==> src/rtl/cpu_read_arbiter.sv <==
// Z80 data-in read sequencer: registered one-hot grant, per-source waits.
// Optional saturating clash counter: CPU_READ_CLASH_COUNT_EN.
module cpu_read_arbiter #(
  parameter int NSRC    = 16,
  parameter int WS_BITS = 4
) (
  input  logic                    pll0_250MHz,
  input  logic                    reset,
  input  logic                    z80Read,
  input  logic [NSRC-1:0]         req,
  input  logic [NSRC*WS_BITS-1:0] waitCfg,
  output logic [NSRC-1:0]         grant,
  output logic                    defaultSel,
  output logic                    z80Wait,
  output logic                    dataValid,
  output logic                    clash
`ifdef CPU_READ_CLASH_COUNT_EN
  ,
  output logic [7:0]              clashCount
`endif
);

  typedef enum logic [1:0] {
    IDLE,
    ARB,
    WAITST,
    VALID
  } state_t;

  state_t state_q, state_d;

  logic [NSRC-1:0]    grant_q, grant_d;
  logic               dflt_q, dflt_d;
  logic               wait_q, wait_d;
  logic               valid_q, valid_d;
  logic               clash_q, clash_d;
  logic [WS_BITS-1:0] cnt_q, cnt_d;
`ifdef CPU_READ_CLASH_COUNT_EN
  logic [7:0]         ccnt_q, ccnt_d;
`endif

  logic [NSRC-1:0]    win_oh;
  logic [WS_BITS-1:0] win_ws;
  logic               multi;

  // Isolating the lowest set bit gives the priority winner directly.
  always_comb begin
    win_oh = req & (~req + NSRC'(1));
    multi  = |(req & (req - NSRC'(1)));
    win_ws = '0;
    for (int i = NSRC - 1; i >= 0; i--) begin
      if (req[i]) begin
        win_ws = waitCfg[i*WS_BITS +: WS_BITS];
      end
    end
  end

  always_comb begin
    state_d = state_q;
    grant_d = grant_q;
    dflt_d  = dflt_q;
    wait_d  = 1'b0;
    valid_d = 1'b0;
    cnt_d   = cnt_q;
    clash_d = clash_q;
`ifdef CPU_READ_CLASH_COUNT_EN
    ccnt_d  = ccnt_q;
`endif
    unique case (state_q)
      IDLE: begin
        grant_d = '0;
        dflt_d  = 1'b0;
        if (z80Read) begin
          state_d = ARB;
        end
      end
      ARB: begin
        if (!z80Read) begin
          state_d = IDLE;
          grant_d = '0;
          dflt_d  = 1'b0;
        end else begin
          grant_d = win_oh;
          dflt_d  = (req == '0);
          cnt_d   = win_ws;
          if (multi) begin
            clash_d = 1'b1;
`ifdef CPU_READ_CLASH_COUNT_EN
            if (ccnt_q != 8'hFF) begin
              ccnt_d = ccnt_q + 8'd1;
            end
`endif
          end
          if (win_ws != '0) begin
            state_d = WAITST;
            wait_d  = 1'b1;
          end else begin
            state_d = VALID;
          end
        end
      end
      WAITST: begin
        if (!z80Read) begin
          state_d = IDLE;
          grant_d = '0;
          dflt_d  = 1'b0;
        end else if (cnt_q == WS_BITS'(1)) begin
          state_d = VALID;
        end else begin
          cnt_d  = cnt_q - WS_BITS'(1);
          wait_d = 1'b1;
        end
      end
      VALID: begin
        // First VALID cycle lets the registered mux settle.
        if (!z80Read) begin
          state_d = IDLE;
          grant_d = '0;
          dflt_d  = 1'b0;
        end else begin
          valid_d = 1'b1;
        end
      end
      default: begin
        state_d = IDLE;
        grant_d = '0;
        dflt_d  = 1'b0;
      end
    endcase
  end

  always_ff @(posedge pll0_250MHz) begin
    if (reset) begin
      state_q <= IDLE;
      grant_q <= '0;
      dflt_q  <= 1'b0;
      wait_q  <= 1'b0;
      valid_q <= 1'b0;
      clash_q <= 1'b0;
      cnt_q   <= '0;
`ifdef CPU_READ_CLASH_COUNT_EN
      ccnt_q  <= '0;
`endif
    end else begin
      state_q <= state_d;
      grant_q <= grant_d;
      dflt_q  <= dflt_d;
      wait_q  <= wait_d;
      valid_q <= valid_d;
      clash_q <= clash_d;
      cnt_q   <= cnt_d;
`ifdef CPU_READ_CLASH_COUNT_EN
      ccnt_q  <= ccnt_d;
`endif
    end
  end

  assign grant      = grant_q;
  assign defaultSel = dflt_q;
  assign z80Wait    = wait_q;
  assign dataValid  = valid_q;
  assign clash      = clash_q;
`ifdef CPU_READ_CLASH_COUNT_EN
  assign clashCount = ccnt_q;
`endif

endmodule

==> config.mk <==
export PLATFORM = sky130hd
export DESIGN_NAME = cpu_read_arbiter
export DESIGN_NICKNAME = d
export VERILOG_FILES = /design/src/rtl/cpu_read_arbiter.sv
export SDC_FILE = /design/constraint.sdc
export NUM_CORES = 1
export LEC_CHECK = 0
export ABC_AREA = 0
export CAP_MARGIN = 5
export CORE_ASPECT_RATIO = 0.75
export CORE_MARGIN = 5
export CORE_UTILIZATION = 57
export DETAILED_ROUTE_END_ITERATION = 8
export DONT_BUFFER_PORTS = 1
export GPL_ROUTABILITY_DRIVEN = 0
export GPL_TIMING_DRIVEN = 1
export PLACE_DENSITY = 0.75
export SYNTH_ARGS = -nofsm -noshare
export SYNTH_HDL_FRONTEND = slang
export SYNTH_SLANG_ARGS = --single-unit
==> constraint.sdc <==
create_clock -name pll0_250MHz -period 1.8 [get_ports pll0_250MHz]
set_input_delay 0.09 -clock pll0_250MHz [delete_from_list [all_inputs] [get_ports pll0_250MHz]]
set_output_delay 0.09 -clock pll0_250MHz [all_outputs]
set_load 0.05 [all_outputs]
==> out/metrics.yaml, run 1 <==
drc: 0
min_path_type: "in -> reg"
ios: 103
slowest_stage: "dfxtp_2"
ant_nets: 0
die_x_um: 78.0
grt_pass1_wl_um: 10200
crit_chain: "inv_2 -> ha_2 -> nand2_1 -> nor3_2 -> and4_1 -> nor3b_4 -> a32oi_1 -> nor2_1"
place_area_um2: 2120
top_layer_used: "met4"
cellLeakagePower_nw: 0.875
worst_skew_pair.late_latency_ns: 0.27
drive_gt1_share_pct: 15.8
wirelength_um: 6720
ir_worst_vdd_uv: 485
n_antenna_cell: 0
htreeDepth: 1
grt_usage_pct: 27.4
stdcell_area_um2: 2320
ys_warn_count: 0
p_per_area_nw_per_um2: 595
cpPeakStageDelay_ns: 0.36
first_iter_violations: 248
numCtsBuffers: 3
max_clock_freq_ghz: 0.540
end_kind: "flop"
crit_fanout: 5
dieHeight_um: 61.0
gr-total-overflow: 0
synth_nets: 353
finalCritPeriodShare_pct: 103
path_clk_slew_ns: 0.09
dieArea_um2: 4760
rsz0062_at_grt: "true"
cts_tree: "built"
clock_path_buffers: 2
hold_violations: 0
synth_edf_count: 0
period_minus_slack_ns: 1.85
final_util_pct: 70.2
synthToLayoutAreaGrowth_pct: 17.5
num_vias: 2199
ys_types: 54
grt_max_degree: 24
yosysTopAreaCell: "dfxtp_1"
relSlewSlack_pct: 43.7
setup-violations-final: 3
syn-cell-area_um2: 1980
setup_ws_ns: -0.0507
multi_input_area_um2: 1330
wl_met2_um: 2820
synth_area_per_cell_um2: 7.52
netlist_top_cells_area: "dfxtp_1, a21oi_1, nor2_1"
root_buffer: "clkbuf_8"
ys_ff_latch: 26
rows: 18
power_w: 0.00138
crit_type: "reg -> reg"
seq_area_um2: 522
violations: "setup timing"
filler_cell_count: 293
core_area_um2: 3310
start_util_pct: 59.8
fin_nets: 375
r2r_slack_ns: -0.05
met1Wirelength_um: 2920
io_buffers: 0
worst_pin_slew_ns: 0.841
crit_required_ns: 2.01
antenna_found_initial: 0
crit_path_start_kind: "flop"
avgRoutedWirePerCell_um: 20.7
arrival_ns: 2.06
dr_wl_met3_um: 897
synth-main-ff-cell: "dfxtp_1"
dpl.hpwl_um: 5020
syn_inst: 263
status: "finished, violations left"
via_per_inst: 6.79
first_pass_iters: 6
cap_violations: 0
clock_sinks: 26
maxSlewViolCount: 0
grt_pass1_vias: 1950
synth_top_area_share_pct: 26.3
seq_area_frac_synth_pct: 26.3
async_reset_ff_share_pct: 0
fin_skew_ns: 0.00277
==> logic make-up (layout without fill, tap and decap cells) <==
kind of cell / count (synthesis) / in the layout / synth area share (%)
compound gates: 103 / 103 / 36.1
fa+ha+maj: 7 / 7 / 4.43
buf+inv: 32 / 53 / 7.08
simple gates: 94 / 94 / 25.5
mux: 1 / 1 / 0.569
flops: 26 / 26 / 26.3
==> layout make-up <==
class	count	area share, %
sequential	26	22.5
timing repair buffer	36	12.8
clock buffer	3	1.78
inverter	13	2.10
clock inverter	1	1.29
tap	40	2.15
multi-input combinational	205	57.4
==> cell usage after synthesis, types with 2 or more instances <==
| master | n |
|---|---|
| a211oi_1 | 2 |
| a21o_1 | 3 |
| a21oi_1 | 23 |
| a221oi_1 | 7 |
| a221oi_2 | 2 |
| a22oi_1 | 12 |
| a2bb2oi_1 | 2 |
| a31oi_1 | 3 |
| a32oi_1 | 9 |
| and4_1 | 2 |
| buf_2 | 7 |
| clkbuf_1 | 10 |
| dfxtp_1 | 26 |
| ha_1 | 7 |
| inv_1 | 13 |
| nand2_1 | 19 |
| nand2b_1 | 2 |
| nand3_1 | 7 |
| nand3b_1 | 10 |
| nand4_1 | 2 |
| nor2_1 | 27 |
| nor2b_1 | 5 |
| nor3_1 | 5 |
| nor3_2 | 2 |
| o211ai_1 | 2 |
| o21ai_0 | 15 |
| o21ai_1 | 5 |
| o221ai_1 | 4 |
| o22ai_1 | 2 |
| o31a_1 | 2 |
| o31ai_1 | 2 |
| or3_1 | 2 |
==> layer usage <==
metal,track usage (%),vias up
met1,38.1,1007
met2,40.5,152
met3,9.94,8
li1,-,1032
met5,0,-
met4,7.47,0
==> power breakdown <==
part / total (W) / internal (W) / switching, W
Clock: 0.000486 / 0.000298 / 0.000188
Combinational: 0.000293 / 0.000130 / 0.000163
Sequential: 0.000604 / 0.000588 / 0.0000163
==> worst paths after layout <==
| kind | start | endpoint | cells past startpoint |
|---|---|---|---|
| max | state_q[1]$_SDFFE_PP0P_ | grant[14]$_SDFFE_PP0P_ | 8 |
| min | req[8] | grant[8]$_SDFFE_PP0P_ | 2 |
| max reg2reg | state_q[1]$_SDFFE_PP0P_ | grant[14]$_SDFFE_PP0P_ | 8 |
| min reg2reg | grant[2]$_SDFFE_PP0P_ | grant[2]$_SDFFE_PP0P_ | 2 |
==> registers in the layout, indices dropped and copies added (netlist names) <==
register,flops
grant,16
clash,1
defaultSel,1
state_q,2
z80Wait,1
cnt_q,4
dataValid,1
==> timing repair <==
action                     CTS  global route
gates resized for setup      1             6
setup endpoints to repair    1            10
hold endpoints to repair    24             2
setup buffers                0             1
hold buffers                 9             2
pin swaps                    0             2
==> layout by cell type (no fill, tap or decap), types with 5 or more instances in the layout <==
master         netlist  layout
nor3_1               5       5
buf_4                1      25
a21oi_1             23      23
nor2_1              27      27
o21ai_0             15      15
o21ai_1              5       5
a221oi_1             7       7
nand3b_1            10      10
nand3_1              7       7
ha_1                 7       5
nand2_1             19      18
dfxtp_1             26      25
a32oi_1              9       9
inv_1               13      12
a22oi_1             12      12
dlygate4sd3_1        0      11
==> stage by stage <==
step,TNS [ns],instances,hold slack (ns),setup WS [ns]
final,-0.0933,324,0.00422,-0.0507
after global routing,-0.498,324,0.0155,-0.139
after CTS,0,321,0.000745,0.00898
after detailed placement,0,308,0.165,0.00847
after global placement,0,308,0.163,0.0854
after floorplan,0,263,0.265,0.0748
==> critical path: cells and delay by family (launching register included) <==
kind            cells  cell delay, ns
compound gates      1            0.13
buf+inv             1            0.08
fa+ha+maj           1            0.21
flops               1            0.36
simple gates        5            1.00
No activity file was read; power rests on OpenSTA's default activity.
==> run 2: changes to the inputs <==
RECOVER_POWER = 25   (was not set)
==> run 2 against run 1 <==
Against the previous run: the flow still finishes with violations (setup timing); core utilization down 1.0 points; die area stayed put; flip-flop and latch count did not move; final area down 1.5%; worst hold slack improved by 0.0016 ns; maximum frequency is 0.28% lower; sequential share of layout area up 0.33 points; global-route usage stayed put; critical path depth did not move; power up 0.21%; wire length up 0.30%; register-to-register slack hardly changed; critical endpoint unchanged.
==> out/metrics.yaml, run 2 (synthesized netlist as in run 1, its figures left out) <==
status: "finished, violations left"
violations: "setup timing"
cellLeakagePower_nw: 0.837  # -4.4%
worstReg2RegEnd: "grant[14]$_SDFFE_PP0P_"
max_clock_freq_ghz: 0.539  # -0.28%
crit_fanout: 5  # unchanged
multi_input_area_um2: 1330  # unchanged
grt_usage_pct: 27.4  # unchanged
first_pass_iters: 5  # -1
finalCritPeriodShare_pct: 103  # +0.29 points
clock_path_buffers: 2  # unchanged
cap_violations: 0  # unchanged
avgRoutedWirePerCell_um: 20.8  # +0.30%
p_sw_w: 0.000372  # +1.3%
hold_end: "grant[8]$_SDFFE_PP0P_"
pre_cts_ws_ns: 0.00847  # unchanged
dpl.hpwl_um: 5020  # unchanged
drive_gt1_share_pct: 12.7  # -3.2 points
min_path_cells: 2  # unchanged
cp_num_buf_inv: 1  # unchanged
die_x_um: 78.0  # unchanged
crit_required_ns: 2.01  # about the same
hold_path_startpoint: "req[8]"
pwr-share-comb_pct: 21.1  # about the same
min_path_type: "in -> reg"
p_seq_share_pct: 43.6  # about the same
final.setup.tns_ns: -0.103  # -0.0100 ns
r2r_slack_ns: -0.06  # about the same
via_per_inst: 6.78  # about the same
reg2reg_depth: 8  # unchanged
cts_tree: "built"
dieArea_um2: 4760  # unchanged
path_clk_slew_ns: 0.09  # about the same
start_util_pct: 59.8  # unchanged
cpPeakStageDelay_ns: 0.36  # about the same
arrival_ns: 2.07  # about the same
core_area_um2: 3310  # unchanged
numCtsBuffers: 3  # unchanged
ir_worst_vdd_uv: 483  # -0.38%
relSlewSlack_pct: 44.1  # +0.36 points
maxSlewViolCount: 0  # unchanged
first_iter_violations: 272  # +9.7%
rsz0062_at_grt: "true"
pwr-share-clk_pct: 35.3  # +0.2 points
layout_common_cells: "nor2_1, dfxtp_1, a21oi_1, nand2_1, buf_4"
fin_skew_ns: 0.00685  # +0.00408 ns
crit_chain: "inv_2 -> ha_2 -> nand2_1 -> nor3_2 -> and4_1 -> nor3b_4 -> a32oi_1 -> nor2_1"
synthToLayoutAreaGrowth_pct: 15.7
setup_ws_ns: -0.0558  # -0.00517 ns
internal_power_w: 0.00101  # -0.19%
power_w: 0.00139  # +0.21%
slowest_stage: "dfxtp_2"
period_minus_slack_ns: 1.86  # +0.00517 ns
final_common_cell: "nor2_1"
crit_type: "reg -> reg"
drc: 0  # unchanged
cp_top_family: "simple AND/OR/NAND/NOR gates"
worst_pin_slew_ns: 0.836  # -0.00535 ns
rows: 18  # unchanged
io_buffers: 0  # unchanged
n_antenna_cell: 0  # unchanged
clock_sinks: 26  # unchanged
num_vias: 2197  # -0.091%
wirelength_um: 6740  # +0.30%
htreeDepth: 1  # unchanged
crit_path_start_kind: "flop"
ant_nets: 0  # unchanged
grt_pass1_vias: 1950  # unchanged
root_buffer: "clkbuf_8"
fin_hold_ws_ns: 0.00585  # +0.00163 ns
dieHeight_um: 61.0  # unchanged
gr-total-overflow: 0  # unchanged
rr_startpoint: "state_q[1]$_SDFFE_PP0P_"
final_util_pct: 69.2  # -1.0 points
p_per_area_nw_per_um2: 605  # +1.7%
grt_max_degree: 24  # unchanged
end_kind: "flop"
seq_area_um2: 522  # unchanged
setup-violations-final: 2  # -1
antenna_found_initial: 0  # unchanged
hold_violations: 0  # unchanged
ios: 103  # unchanged
fin_nets: 375  # unchanged
swShare_pct: 26.8  # +0.30 points
worst_skew_pair.late_latency_ns: 0.28  # about the same
largest_register_ffs: 16  # unchanged
grt_pass1_wl_um: 10200  # unchanged
filler_cell_count: 302  # +3.1%
[run 2: power groups by stage]
stage                     clock, W  sequential (W)  combinational [W]
final                     0.000490        0.000604           0.000292
after global routing      0.000519        0.000606           0.000321
after CTS                 0.000493        0.000603           0.000281
after detailed placement         0        0.000617           0.000253
after global placement           0        0.000617           0.000250
after floorplan                  0        0.000628           0.000222
[run 2: per-layer routing]
metal	share of wire, %	GRT usage [%]
met5	0	0
met1	43	38.1
met2	42	40.5
met3	14	9.94
met4	1.2	7.47
[run 2: repair_timing]
action                                 in CTS  in global routing
resized for setup                           1                  6
hold buffers                                9                  2
pin swaps                                   0                  2
endpoints found under the hold margin      24                  2
cloned                                      0                  0
setup buffers                               0                  1
setup endpoints to repair                   1                 10
[run 2: final cells by class]
cell class / count / share of cell area (%)
multi-input combinational: 205 / 58.3
timing repair buffer: 36 / 11.5
clock buffer: 3 / 1.80
tap: 40 / 2.19
sequential: 26 / 22.8
inverter: 13 / 2.13
clock inverter: 1 / 1.31
[run 2: how the worst max path moves through the flow]
| stage | endpoint | cells after the start | from | slack (ns) |
|---|---|---|---|---|
| floorplan | grant[14]$_SDFFE_PP0P_ | 8 | state_q[1]$_SDFFE_PP0P_ | 0.07 |
| global placement | cnt_q[0]$_SDFFE_PP0P_ | 7 | state_q[0]$_SDFFE_PP0P_ | 0.09 |
| detailed placement | cnt_q[0]$_SDFFE_PP0P_ | 7 | state_q[0]$_SDFFE_PP0P_ | 0.008 |
| CTS | grant[14]$_SDFFE_PP0P_ | 8 | state_q[1]$_SDFFE_PP0P_ | 0.009 |
| global route | grant[14]$_SDFFE_PP0P_ | 8 | state_q[1]$_SDFFE_PP0P_ | -0.14 |
| finish | grant[14]$_SDFFE_PP0P_ | 8 | state_q[1]$_SDFFE_PP0P_ | -0.06 |
[run 2: stage by stage]
stage | cells | area (um2)
after floorplan | 263 | 1980
after global placement | 308 | 2120
after detailed placement | 308 | 2120
after CTS | 321 | 2280
after global routing | 324 | 2290
final | 324 | 2290
[run 2: worst register-to-register path: cells and delay by family (launching register included)]
kind / cells / cell delay, ns
flip-flops: 1 / 0.36
AND/OR/NAND/NOR: 5 / 1.00
adder cells (fa/ha/maj): 1 / 0.20
buffers and inverters: 1 / 0.08
AO/OA/AOI/OAI: 1 / 0.13
